`src/rtl/unidade_controle.sv`:
```
// unidade_controle: Moore control FSM sequencing fetch/decode/execute for the 8-bit processor.
// Optional macro EXT_BRANCH_EN adds the BMI/BPL/BVS/BVC/BCS/BCC conditional branches.
module unidade_controle (
  input  logic       clock,
  input  logic       reset,
  input  logic [7:0] IR,
  input  logic [3:0] CCR_Result,
  output logic       IR_Load,
  output logic       MAR_Load,
  output logic       PC_Load,
  output logic       PC_Inc,
  output logic       A_Load,
  output logic       B_Load,
  output logic       CCR_Load,
  output logic [1:0] Bus1_Sel,
  output logic [1:0] Bus2_Sel,
  output logic [2:0] ALU_Sel,
  output logic       write
);

  localparam logic [7:0] LDA_IMM = 8'h86;
  localparam logic [7:0] LDA_DIR = 8'h87;
  localparam logic [7:0] LDB_IMM = 8'h88;
  localparam logic [7:0] LDB_DIR = 8'h89;
  localparam logic [7:0] STA_DIR = 8'h96;
  localparam logic [7:0] STB_DIR = 8'h97;
  localparam logic [7:0] ADD_AB  = 8'h42;
  localparam logic [7:0] SUB_AB  = 8'h43;
  localparam logic [7:0] AND_AB  = 8'h44;
  localparam logic [7:0] OR_AB   = 8'h45;
  localparam logic [7:0] BRA     = 8'h20;
  localparam logic [7:0] BEQ     = 8'h23;
  localparam logic [7:0] BNE     = 8'h24;
`ifdef EXT_BRANCH_EN
  localparam logic [7:0] BMI     = 8'h21;
  localparam logic [7:0] BPL     = 8'h22;
  localparam logic [7:0] BVS     = 8'h25;
  localparam logic [7:0] BVC     = 8'h26;
  localparam logic [7:0] BCS     = 8'h27;
  localparam logic [7:0] BCC     = 8'h28;
`endif

  localparam logic [1:0] BUS1_PC   = 2'b00;
  localparam logic [1:0] BUS1_A    = 2'b01;
  localparam logic [1:0] BUS1_B    = 2'b10;
  localparam logic [1:0] BUS2_ALU  = 2'b00;
  localparam logic [1:0] BUS2_BUS1 = 2'b01;
  localparam logic [1:0] BUS2_MEM  = 2'b10;
  localparam logic [2:0] ALU_ADD   = 3'b000;
  localparam logic [2:0] ALU_SUB   = 3'b001;
  localparam logic [2:0] ALU_AND   = 3'b010;
  localparam logic [2:0] ALU_OR    = 3'b011;

  typedef enum logic [5:0] {
    S_FETCH_0, S_FETCH_1, S_FETCH_2, S_DECODE_3,
    S_LDA_IMM_4, S_LDA_IMM_5, S_LDA_IMM_6,
    S_LDA_DIR_4, S_LDA_DIR_5, S_LDA_DIR_6, S_LDA_DIR_7, S_LDA_DIR_8,
    S_LDB_IMM_4, S_LDB_IMM_5, S_LDB_IMM_6,
    S_LDB_DIR_4, S_LDB_DIR_5, S_LDB_DIR_6, S_LDB_DIR_7, S_LDB_DIR_8,
    S_STA_DIR_4, S_STA_DIR_5, S_STA_DIR_6, S_STA_DIR_7,
    S_STB_DIR_4, S_STB_DIR_5, S_STB_DIR_6, S_STB_DIR_7,
    S_ADD_AB_4, S_SUB_AB_4, S_AND_AB_4, S_OR_AB_4,
    S_BR_4, S_BR_5, S_BR_6, S_BRN_5
  } state_t;

  state_t     state, next_state;
  logic       is_branch, always_taken, flag_pol, take_branch, br_taken;
  logic [1:0] flag_idx;

  // Each branch opcode selects one flag and a polarity; BRA ignores the flags.
  always_comb begin
    is_branch    = 1'b0;
    always_taken = 1'b0;
    flag_idx     = 2'd2;
    flag_pol     = 1'b0;
    case (IR)
      BRA: begin is_branch = 1'b1; always_taken = 1'b1; end
      BEQ: begin is_branch = 1'b1; flag_idx = 2'd2; end
      BNE: begin is_branch = 1'b1; flag_idx = 2'd2; flag_pol = 1'b1; end
`ifdef EXT_BRANCH_EN
      BMI: begin is_branch = 1'b1; flag_idx = 2'd3; end
      BPL: begin is_branch = 1'b1; flag_idx = 2'd3; flag_pol = 1'b1; end
      BVS: begin is_branch = 1'b1; flag_idx = 2'd1; end
      BVC: begin is_branch = 1'b1; flag_idx = 2'd1; flag_pol = 1'b1; end
      BCS: begin is_branch = 1'b1; flag_idx = 2'd0; end
      BCC: begin is_branch = 1'b1; flag_idx = 2'd0; flag_pol = 1'b1; end
`endif
      default: ;
    endcase
  end

  assign take_branch = always_taken | (CCR_Result[flag_idx] ^ flag_pol);

  // The branch decision is frozen in decode so S_BR_4 knows which tail to take.
  always_ff @(posedge clock or negedge reset) begin
    if (!reset) begin
      state    <= S_FETCH_0;
      br_taken <= 1'b0;
    end else begin
      state <= next_state;
      if (state == S_DECODE_3)
        br_taken <= take_branch;
    end
  end

  always_comb begin
    next_state = S_FETCH_0;
    IR_Load    = 1'b0;
    MAR_Load   = 1'b0;
    PC_Load    = 1'b0;
    PC_Inc     = 1'b0;
    A_Load     = 1'b0;
    B_Load     = 1'b0;
    CCR_Load   = 1'b0;
    Bus1_Sel   = BUS1_PC;
    Bus2_Sel   = BUS2_ALU;
    ALU_Sel    = ALU_ADD;
    write      = 1'b0;
    if (reset) begin
      case (state)
        S_FETCH_0: begin
          Bus1_Sel = BUS1_PC; Bus2_Sel = BUS2_BUS1; MAR_Load = 1'b1;
          next_state = S_FETCH_1;
        end
        S_FETCH_1: begin PC_Inc = 1'b1; next_state = S_FETCH_2; end
        S_FETCH_2: begin
          Bus2_Sel = BUS2_MEM; IR_Load = 1'b1;
          next_state = S_DECODE_3;
        end
        S_DECODE_3: begin
          case (IR)
            LDA_IMM: next_state = S_LDA_IMM_4;
            LDA_DIR: next_state = S_LDA_DIR_4;
            LDB_IMM: next_state = S_LDB_IMM_4;
            LDB_DIR: next_state = S_LDB_DIR_4;
            STA_DIR: next_state = S_STA_DIR_4;
            STB_DIR: next_state = S_STB_DIR_4;
            ADD_AB:  next_state = S_ADD_AB_4;
            SUB_AB:  next_state = S_SUB_AB_4;
            AND_AB:  next_state = S_AND_AB_4;
            OR_AB:   next_state = S_OR_AB_4;
            default: next_state = is_branch ? S_BR_4 : S_FETCH_0;
          endcase
        end
        S_LDA_IMM_4, S_LDA_DIR_4, S_LDB_IMM_4, S_LDB_DIR_4,
        S_STA_DIR_4, S_STB_DIR_4, S_BR_4: begin
          Bus1_Sel = BUS1_PC; Bus2_Sel = BUS2_BUS1; MAR_Load = 1'b1;
          case (state)
            S_LDA_IMM_4: next_state = S_LDA_IMM_5;
            S_LDA_DIR_4: next_state = S_LDA_DIR_5;
            S_LDB_IMM_4: next_state = S_LDB_IMM_5;
            S_LDB_DIR_4: next_state = S_LDB_DIR_5;
            S_STA_DIR_4: next_state = S_STA_DIR_5;
            S_STB_DIR_4: next_state = S_STB_DIR_5;
            default:     next_state = br_taken ? S_BR_5 : S_BRN_5;
          endcase
        end
        S_LDA_IMM_5: begin PC_Inc = 1'b1; next_state = S_LDA_IMM_6; end
        S_LDA_DIR_5: begin PC_Inc = 1'b1; next_state = S_LDA_DIR_6; end
        S_LDB_IMM_5: begin PC_Inc = 1'b1; next_state = S_LDB_IMM_6; end
        S_LDB_DIR_5: begin PC_Inc = 1'b1; next_state = S_LDB_DIR_6; end
        S_STA_DIR_5: begin PC_Inc = 1'b1; next_state = S_STA_DIR_6; end
        S_STB_DIR_5: begin PC_Inc = 1'b1; next_state = S_STB_DIR_6; end
        S_BRN_5:     begin PC_Inc = 1'b1; next_state = S_FETCH_0;   end
        S_LDA_IMM_6: begin Bus2_Sel = BUS2_MEM; A_Load = 1'b1; end
        S_LDB_IMM_6: begin Bus2_Sel = BUS2_MEM; B_Load = 1'b1; end
        S_LDA_DIR_6: begin Bus2_Sel = BUS2_MEM; MAR_Load = 1'b1; next_state = S_LDA_DIR_7; end
        S_LDB_DIR_6: begin Bus2_Sel = BUS2_MEM; MAR_Load = 1'b1; next_state = S_LDB_DIR_7; end
        S_STA_DIR_6: begin Bus2_Sel = BUS2_MEM; MAR_Load = 1'b1; next_state = S_STA_DIR_7; end
        S_STB_DIR_6: begin Bus2_Sel = BUS2_MEM; MAR_Load = 1'b1; next_state = S_STB_DIR_7; end
        S_LDA_DIR_7: next_state = S_LDA_DIR_8;
        S_LDB_DIR_7: next_state = S_LDB_DIR_8;
        S_LDA_DIR_8: begin Bus2_Sel = BUS2_MEM; A_Load = 1'b1; end
        S_LDB_DIR_8: begin Bus2_Sel = BUS2_MEM; B_Load = 1'b1; end
        S_STA_DIR_7: begin Bus1_Sel = BUS1_A; write = 1'b1; end
        S_STB_DIR_7: begin Bus1_Sel = BUS1_B; write = 1'b1; end
        S_ADD_AB_4, S_SUB_AB_4, S_AND_AB_4, S_OR_AB_4: begin
          Bus1_Sel = BUS1_B; Bus2_Sel = BUS2_ALU; A_Load = 1'b1; CCR_Load = 1'b1;
          case (state)
            S_SUB_AB_4: ALU_Sel = ALU_SUB;
            S_AND_AB_4: ALU_Sel = ALU_AND;
            S_OR_AB_4:  ALU_Sel = ALU_OR;
            default:    ALU_Sel = ALU_ADD;
          endcase
        end
        S_BR_5: next_state = S_BR_6;
        S_BR_6: begin Bus2_Sel = BUS2_MEM; PC_Load = 1'b1; end
        default: next_state = S_FETCH_0;
      endcase
    end
  end

endmodule
```
`config.mk`:
```
export PLATFORM = sky130hd
export DESIGN_NAME = unidade_controle
export DESIGN_NICKNAME = d
export VERILOG_FILES = /design/src/rtl/unidade_controle.sv
export SDC_FILE = /design/constraint.sdc
export NUM_CORES = 1
export LEC_CHECK = 0
export BUFFER_PORTS_ARGS = -buffer_cell sky130_fd_sc_hd__buf_2
export CAP_MARGIN = 25
export CORE_ASPECT_RATIO = 1.5
export CORE_UTILIZATION = 40
export DETAILED_ROUTE_END_ITERATION = 7
export GPL_TIMING_DRIVEN = 0
export HOLD_SLACK_MARGIN = 0.08
export MAX_ROUTING_LAYER = met4
export SLEW_MARGIN = 40
export SYNTH_ARGS = -nofsm -noshare
export SYNTH_HDL_FRONTEND = slang
export SYNTH_SLANG_ARGS = --single-unit
```
`constraint.sdc`:
```
create_clock -name clock -period 2.5 [get_ports clock]
set_input_delay 0.75 -clock clock [delete_from_list [all_inputs] [get_ports clock]]
set_output_delay 0.75 -clock clock [all_outputs]
set_load 0.01 [all_outputs]
```
# --- Word-level counts from Yosys, hierarchy flattened ---
# Index checks and enable logic that the tools add are counted.
word_totals:
  register_bits: 7
  inputBits: 14
  out_inout_bits: 15
  elab_cells: 96
op_classes:
  eq_ne: 48
  n_mux: 32
  n_bitwise: 2
  reduce_logical: 12
op_table:
  columns: ["cell", "count"]
  rows:
  - ["$pmux W6 S18", 1]
  - ["$eq A6 B5 Y1 const B", 16]
  - ["$pmux W6 S10", 1]
  - ["$eq A6 B4 Y1 const B", 8]
  - ["$eq A8 B8 Y1 const B", 6]
  - ["$pmux W6 S6", 1]
  - ["$eq A8 B7 Y1 const B", 4]
  - ["$eq A6 B3 Y1 const B", 4]
  - ["$eq A6 B6 Y1 const B", 4]
  - ["$eq A8 B6 Y1 const B", 3]
  - ["$mux W1", 19]
  - ["$reduce_or A8 Y1", 2]
  - ["$eq A6 B2 Y1 const B", 2]
  - ["$mux W6", 2]
  - ["$reduce_or A12 Y1", 1]
  - ["$mux W2", 5]
  - ["$reduce_or A10 Y1", 1]
  - ["$pmux W2 S2", 2]
  - ["$reduce_or A7 Y1", 1]
  - ["$eq A6 B1 Y1 const B", 1]
  - ["$logic_not A6 Y1", 1]
  - ["$pmux W2 S3", 1]
  - ["$reduce_or A6 Y1", 1]
  - ["$reduce_or A5 Y1", 1]
  - ["5 further kinds", 6]

# --- Depth between registers and ports, before layout ---
# Gate-level depths: netlist of the first run.
depth:
  depth_word: 7
  depth_mapped: 6
  depth_no_buf: 4

# --- Worst setup path before layout of the first run ---
# Ideal clock, no wire load.
synth_path:
  path_type: "input-to-output"
  startpoint: "input port reset"
  endpoint: "output port PC_Inc"
  arrival_time_ns: 1.510
  required_time_ns: 1.750
  path_slack_ns: 0.240
  cell_stages: 4
  n_path_buf: 0
  cell_sequence: "nor2b_1 inv_1 a2111oi_0 a41o_1"
synth_between:
  elab_chain_len: 1
synth_rtl:
  columns: ["element", "line_no", "rtl"]
  rows:
  - ["from (decl)", "5", "input logic reset,"]
  - ["$mux W1", "119", "if (reset) begin"]
  - ["to (decl)", "11", "output logic PC_Inc,"]
# No other way between the ends.

# --- Final worst setup path of the first run ---
layout_path:
  startpoint: "register state[4]"
  endpoint: "output port PC_Inc"
layout_between:
  elab_chain_len: 4
  elab_cells_between_ends: 11
  cone_classes: "eq/ne (8); mux (2); reduce/logical (1)"
layout_rtl:
  columns: ["element", "line_no", "rtl"]
  rows:
  - ["from (decl)", "66", "state_t state, next_state;"]
  - ["from (signal assigned)", "100", "state <= next_state;"]
  - ["$eq A6 B5 Y1, or another cell as far along", "120", "case (state)"]
  - ["$reduce_or A8 Y1 (no line) *", null, null]
  - ["$mux W1 *", "120", null]
  - ["$mux W1 *", "119", null]
# Mark *: on every way between the ends. The rest lies on a longest branch, timed or not.

==> results of run 1 <==
-- placed cells by master (no fill, tap or decap), types with 2 or more instances in the layout --
cell	instances
nand3_1	5
nor2_1	15
buf_6	5
clkbuf_1	2
o22ai_1	2
a211oi_2	2
nor4b_1	2
nor4_1	3
and2_1	4
o31ai_1	2
or3b_1	2
nand2_1	13
a21oi_1	12
buf_2	24
clkbuf_4	3
o21bai_1	4
dfrtp_2	2
buf_4	13
inv_1	2
nand2b_1	11
nor2b_1	4
a21boi_0	2
nand4b_1	3
a21o_1	2
clkbuf_8	3
a41o_1	2
dfrtp_1	5
nor3b_1	2
a31oi_1	2
o21ai_0	5
nand3b_1	3
-- kinds of logic after synthesis --
family | synth area share (%)
DFF | 14.37
muxes | 1.643
buffers and inverters | 7.905
other | 0.3077
and+or+nand+nor | 40.35
xor gates and xnor gates | 0.7188
AOI/OAI and AO/OA | 34.70
-- per-stage QoR --
stage | worst slack (ns) | TNS, ns | hold slack [ns]
2_1_floorplan | 0.2402 | 0 | 0.4488
3_5_place_dp | -0.2841 | -0.7307 | 0.4927
4_1_cts | 0.002174 | 0 | 0.3278
3_3_place_gp | -0.2541 | -0.5251 | 0.4796
6_report | 0.02868 | 0 | 0.3097
5_1_grt | -0.02311 | -0.06510 | 0.3093
-- per-layer routing --
layer / vias to the layer above / GRT usage, %
met3: 10 / 2.865
met5: - / -
met1: 704 / 26.01
li1: 698 / -
met4: 0 / 16.19
met2: 44 / 41.67
-- repair_timing --
item                                    4_1_cts  5_1_grt
pin swaps                                     0        2
gates resized for setup                      15       21
gates cloned                                  0        1
endpoints found under the setup margin       10        7
setup buffers                                 0        8
-- state kept, by name (all words and copies together), names as in the netlist --
name      cells
br_taken      1
state         6
-- how the worst min path moves through the flow --
| stage | startpoint | end | slack (ns) |
|---|---|---|---|
| final | reset | state[0] | 0.31 |
| after floorplan | reset | br_taken | 0.45 |
| after global placement | br_taken | br_taken | 0.48 |
| after CTS | reset | state[0] | 0.33 |
| after detailed placement | br_taken | br_taken | 0.49 |
| after global routing | reset | state[0] | 0.31 |
-- power by group --
| group | total [uW] | internal, uW | switching [uW] |
|---|---|---|---|
| clock network | 163 | 111 | 52.1 |
| logic | 146 | 65.4 | 80.5 |
| registers | 129 | 122 | 6.59 |
-- area by class of cell --
type,instances,share of cell area (%)
inverter,3,0.6993
multi-input combinational,143,62.55
timing repair buffer,33,12.43
tap,39,3.030
sequential,7,11.03
buffer,14,7.459
clock buffer,4,2.797
-- worst max-delay path: stages, from the launching register on --
cell and delay [ns]:
dfrtp_2 0.44, buf_4 0.16, xor2_2 0.17, mux2i_2 0.30, a2111oi_4 0.07, a41o_1 0.21, buf_2 0.13
==> metrics.txt, run 1 <==
outcome=finished clean; H-tree depth=1; first-pass GRT wire length=roughly 6.0 mm; I/O Pins=29; Setup violations, final=0; Area Growth Syn to Fin=32.14%; Final Instance Area=1610 sq um; Buffers on Ports=24; Cell variety after synth=64; net count after synthesis=roughly 180; CP Launch Point=state[4]; worst hold path class=in2async; dpl hpwl=about 2.8 mm; Remaining DRCs=0; worst skew pair latency=approximately 0.23 ns; GPL Wtd Cong=approximately 0.92; number of fill cells in the layout=310; cell row count=24; dpl cell area=1388 sq um; diodes inserted=0; Placeable Area=2913 sq um; Post-synth top flop=dfrtp_1; Final Hold Fails=0; die width=between 40 and 50 um; via-per-instance ratio=approximately 6.0; met2 routed WL=between 2 and 2.5 mm; proportion of layout cells with a drive suffix above 1=36.27%; highest clock rate=around 0.40 GHz; Worst R2R Path Depth=5; reg2reg end=state[1]; final net count=roughly 220; P per Cell Area=~270 nW/um^2; data required time of the worst path=1.75 ns; synth warn=0; Multi-input gate area=between 1000 and 1500 sq um; Clock Sinks=7; ys async rst share=between 90% and 100%; GRT Total Usage=roughly 25%; Iteration-0 DRC Markers=40; Initial Util=41.84%; crit end category=primary output; max-cap violations=0; Post-Route Utilization=around 55%; largest net degree at the start of global routing=17; routed length per instance=roughly 16 um; Die Ht=between 60 and 70 um; initial antenna violation count=0; synthesized area per cell=roughly 7.3 sq um; Post-CTS Hold Buffers=0; CTS tree=yes; Yosys top cell area share=14.37%; unrepaired setup endpoints after global routing=yes; vias=roughly 1500; IR drop worst, VDD=0.0002076 V; Startpoint Class=register; Post-synth EDFFs=0; min cycle time layout=roughly 2.5 ns; Final Max Slew Viols=0; crit path max fanout=6; Placed Instances=231; fin crit share=between 90% and 100%; Yosys reg bits=7; metal3 WL=around 110 um; normalized max-slew margin=50.12%; drt pass-1 iters=4; Crit path arrival time=1.72 ns; Reg area=about 180 sq um; sequential-to-total area share from yosys stat=14.37%; Clock transition at path regs=0.04 ns; grt ovf=0; Clock Skew=0.004127 ns; clk buf depth=2; synth cell count leaders=nor2_1, nand2_1, a21oi_1; TritonCTS Buffers=3; DR top layer=met4; wl on met1=around 1.5 mm; count leader, synth=nor2_1; die area=3276 sq um; crit path kind=reg2out; Tot Pwr=~440 uW; Synth Instances=168; Root Buffer=clkbuf_8; Leak=0.0006738 uW; Critical R2R Launch=state[4]; synth top area cells=dfrtp_1, nand2b_1, a21oi_1; Routed Antenna Nets=0; final WL=between 3 and 4 mm; post-synth top area cell=dfrtp_1; reg2reg setup slack=0.69 ns; vias in the first global route=1344; Non-Filler Instances=~240; Mapped Area=between 1000 and 1500 sq um; destination of the critical timing path=PC_Inc; Tightest Pin Transition=about 0.73 ns
Power figures use the tool's default switching activity.
==> run 2: changes to the inputs <==
Settings changed: PLACE_DENSITY set to 0.71.
==> run 2 against run 1 <==
Compared with the run above:
- critical path depth is 1 higher
- non-clock buffer count is 5 lower
- wire length is 8.8% lower
- critical path type unchanged
- via count is 3.1% lower
==> metrics.txt, run 2 (synthesis gave the netlist of run 1 again) <==
Reg area=177.7 sq um (unchanged); dpl hpwl=2.473 mm (-11%); register with the most flip-flops=state; worst hold path class=in2async; grt ovf=0 (unchanged); data required time of the worst path=1.75 ns (about the same); I/O Pins=29 (unchanged); cell row count=24 (unchanged); setup TNS=0 ns (unchanged); GRT Total Usage=21.33% (-3.7 points); top flop regs=state: 6 flops, br_taken: 1 flops; min cycle time layout=2.462 ns (-0.009068 ns); Tightest Pin Transition=0.6369 ns (-0.09239 ns); clock power share=37.0% (-0.2 points); diodes inserted=0 (unchanged); vias in the first global route=1145 (-15%); Fin Hold WS=0.3203 ns (+0.01058 ns); Final Max Slew Viols=0 (unchanged); die area=3276 sq um (unchanged); Initial Util=41.84% (unchanged); Placeable Area=2913 sq um (unchanged); largest net degree at the start of global routing=17 (unchanged); Setup violations, final=0 (unchanged); Die Ht=69.60 um (unchanged); vias=1411 (-3.1%); Multi-input gate area=1017 sq um (+0.99%); Routed Antenna Nets=0 (unchanged); Comb power frac=32.6% (-0.8 points); clk buf depth=2 (unchanged); Area Growth Syn to Fin=29.98%; Clock Skew=0.001801 ns (-0.002327 ns); worst skew pair latency=0.23 ns (about the same); Iteration-0 DRC Markers=56 (+40%); most frequent cells in the layout=buf_2, nor2_1, nand2_1; max-cap violations=0 (unchanged); die width=47.07 um (unchanged); initial antenna violation count=0 (unchanged); final WL=3.478 mm (-8.8%); post-placement setup slack=-0.3003 ns (-0.01618 ns); Final Hold Fails=0 (unchanged); Int Pwr=297.0 uW (-0.30%); H-tree depth=1 (unchanged); CTS tree=yes; Leak=0.0006537 uW (-3.0%); IR drop worst, VDD=0.0002228 V (+7.3%); drt pass-1 iters=4 (unchanged); Startpoint Class=register; GPL Wtd Cong=0.8977 (-2.0%); highest clock rate=0.4061 GHz (+0.37%); commonest non-fill, non-tap cell in the layout=buf_2; Clock transition at path regs=0.04 ns (about the same); NetSw=133.7 uW (-4.0%); TritonCTS Buffers=3 (unchanged); number of fill cells in the layout=293 (-5.5%); Clock Sinks=7 (unchanged); normalized max-slew margin=56.44% (+6.3 points); crit path kind=reg2out; via-per-instance ratio=5.929 (-1.1%); unrepaired setup endpoints after global routing=yes; Buffers on Ports=24 (unchanged); max reg flops=6 (unchanged); P per Cell Area=271.9 nW/um^2 (+0.17%); final net count=214 (-2.3%); Setup WS post-layout=0.03775 ns (+0.009068 ns); crit end category=primary output; outcome=finished clean; Root Buffer=clkbuf_8; Remaining DRCs=0 (unchanged); fin crit share=98.49% (-0.36 points); proportion of layout cells with a drive suffix above 1=35.18% (-1.1 points); Flop pwr share=30.4% (+1.0 points); routed length per instance=14.61 um (-6.9%); Crit path arrival time=1.71 ns (about the same); first-pass GRT wire length=5.140 mm (-14%); crit path max fanout=10 (+4); switching fraction of total power=31.04% (-0.80 points)
run 2: worst paths after layout:
check	slack, ns	startpoint	depth (start not counted)	end
max	0.04	state[3]	7	MAR_Load
min	0.32	reset	1	state[0]
max reg2reg	0.79	state[4]	5	state[2]
min reg2reg	0.49	br_taken	2	br_taken
max in group asynchronous	2.04	reset	1	state[1]
min in group clock	0.49	br_taken	2	br_taken
run 2: metrics by stage:
stage / power (uW) / util [%] / cells / area [sq um]
after floorplan: 206.1 / - / 168 / 1219
final: 430.7 / 54.38 / 238 / 1584
after global routing: 448.2 / 54.38 / 238 / 1584
after global placement: 246.8 / 47.64 / 231 / 1388
after detailed placement: 247.1 / 47.64 / 231 / 1388
after CTS: 412.3 / 50.69 / 235 / 1476
run 2: layout make-up:
cell class | instances | area share (%)
inverter | 3 | 0.7109
clock buffer | 4 | 2.844
multi-input combinational | 143 | 64.22
tap | 39 | 3.081
sequential | 7 | 11.22
timing repair buffer | 28 | 10.11
buffer | 14 | 7.820
run 2: layer usage:
layer / vias to the layer above / track usage, % / routed length (um)
met5: - / - / 0
met4: 0 / 5.714 / 63
met3: 7 / 1.563 / 143
met2: 56 / 37.50 / 1874
met1: 659 / 24.64 / 1396
li1: 689 / - / -
run 2: critical path, stage by stage, from the launching register on:
cell and delay, ns:
dfrtp_1 0.40, buf_6 0.16, buf_6 0.14, nor3b_2 0.20, o21ai_2 0.10, a211oi_2 0.21
o21a_1 0.14, buf_2 0.12
run 2: repair_timing:
item,in CTS,in global routing
setup buffers,0,4
endpoints found under the setup margin,8,7
hold buffers,0,0
gates resized for setup,16,23
pin swaps,2,6
run 2: power groups by stage:
| stage | logic (uW) | clock network [uW] | registers, uW |
|---|---|---|---|
| floorplan | 79.8 | 0 | 126 |
| finish | 141 | 159 | 131 |
| global route | 153 | 163 | 132 |
| detailed placement | 120 | 0 | 127 |
| CTS | 127 | 159 | 126 |
| global placement | 119 | 0 | 128 |
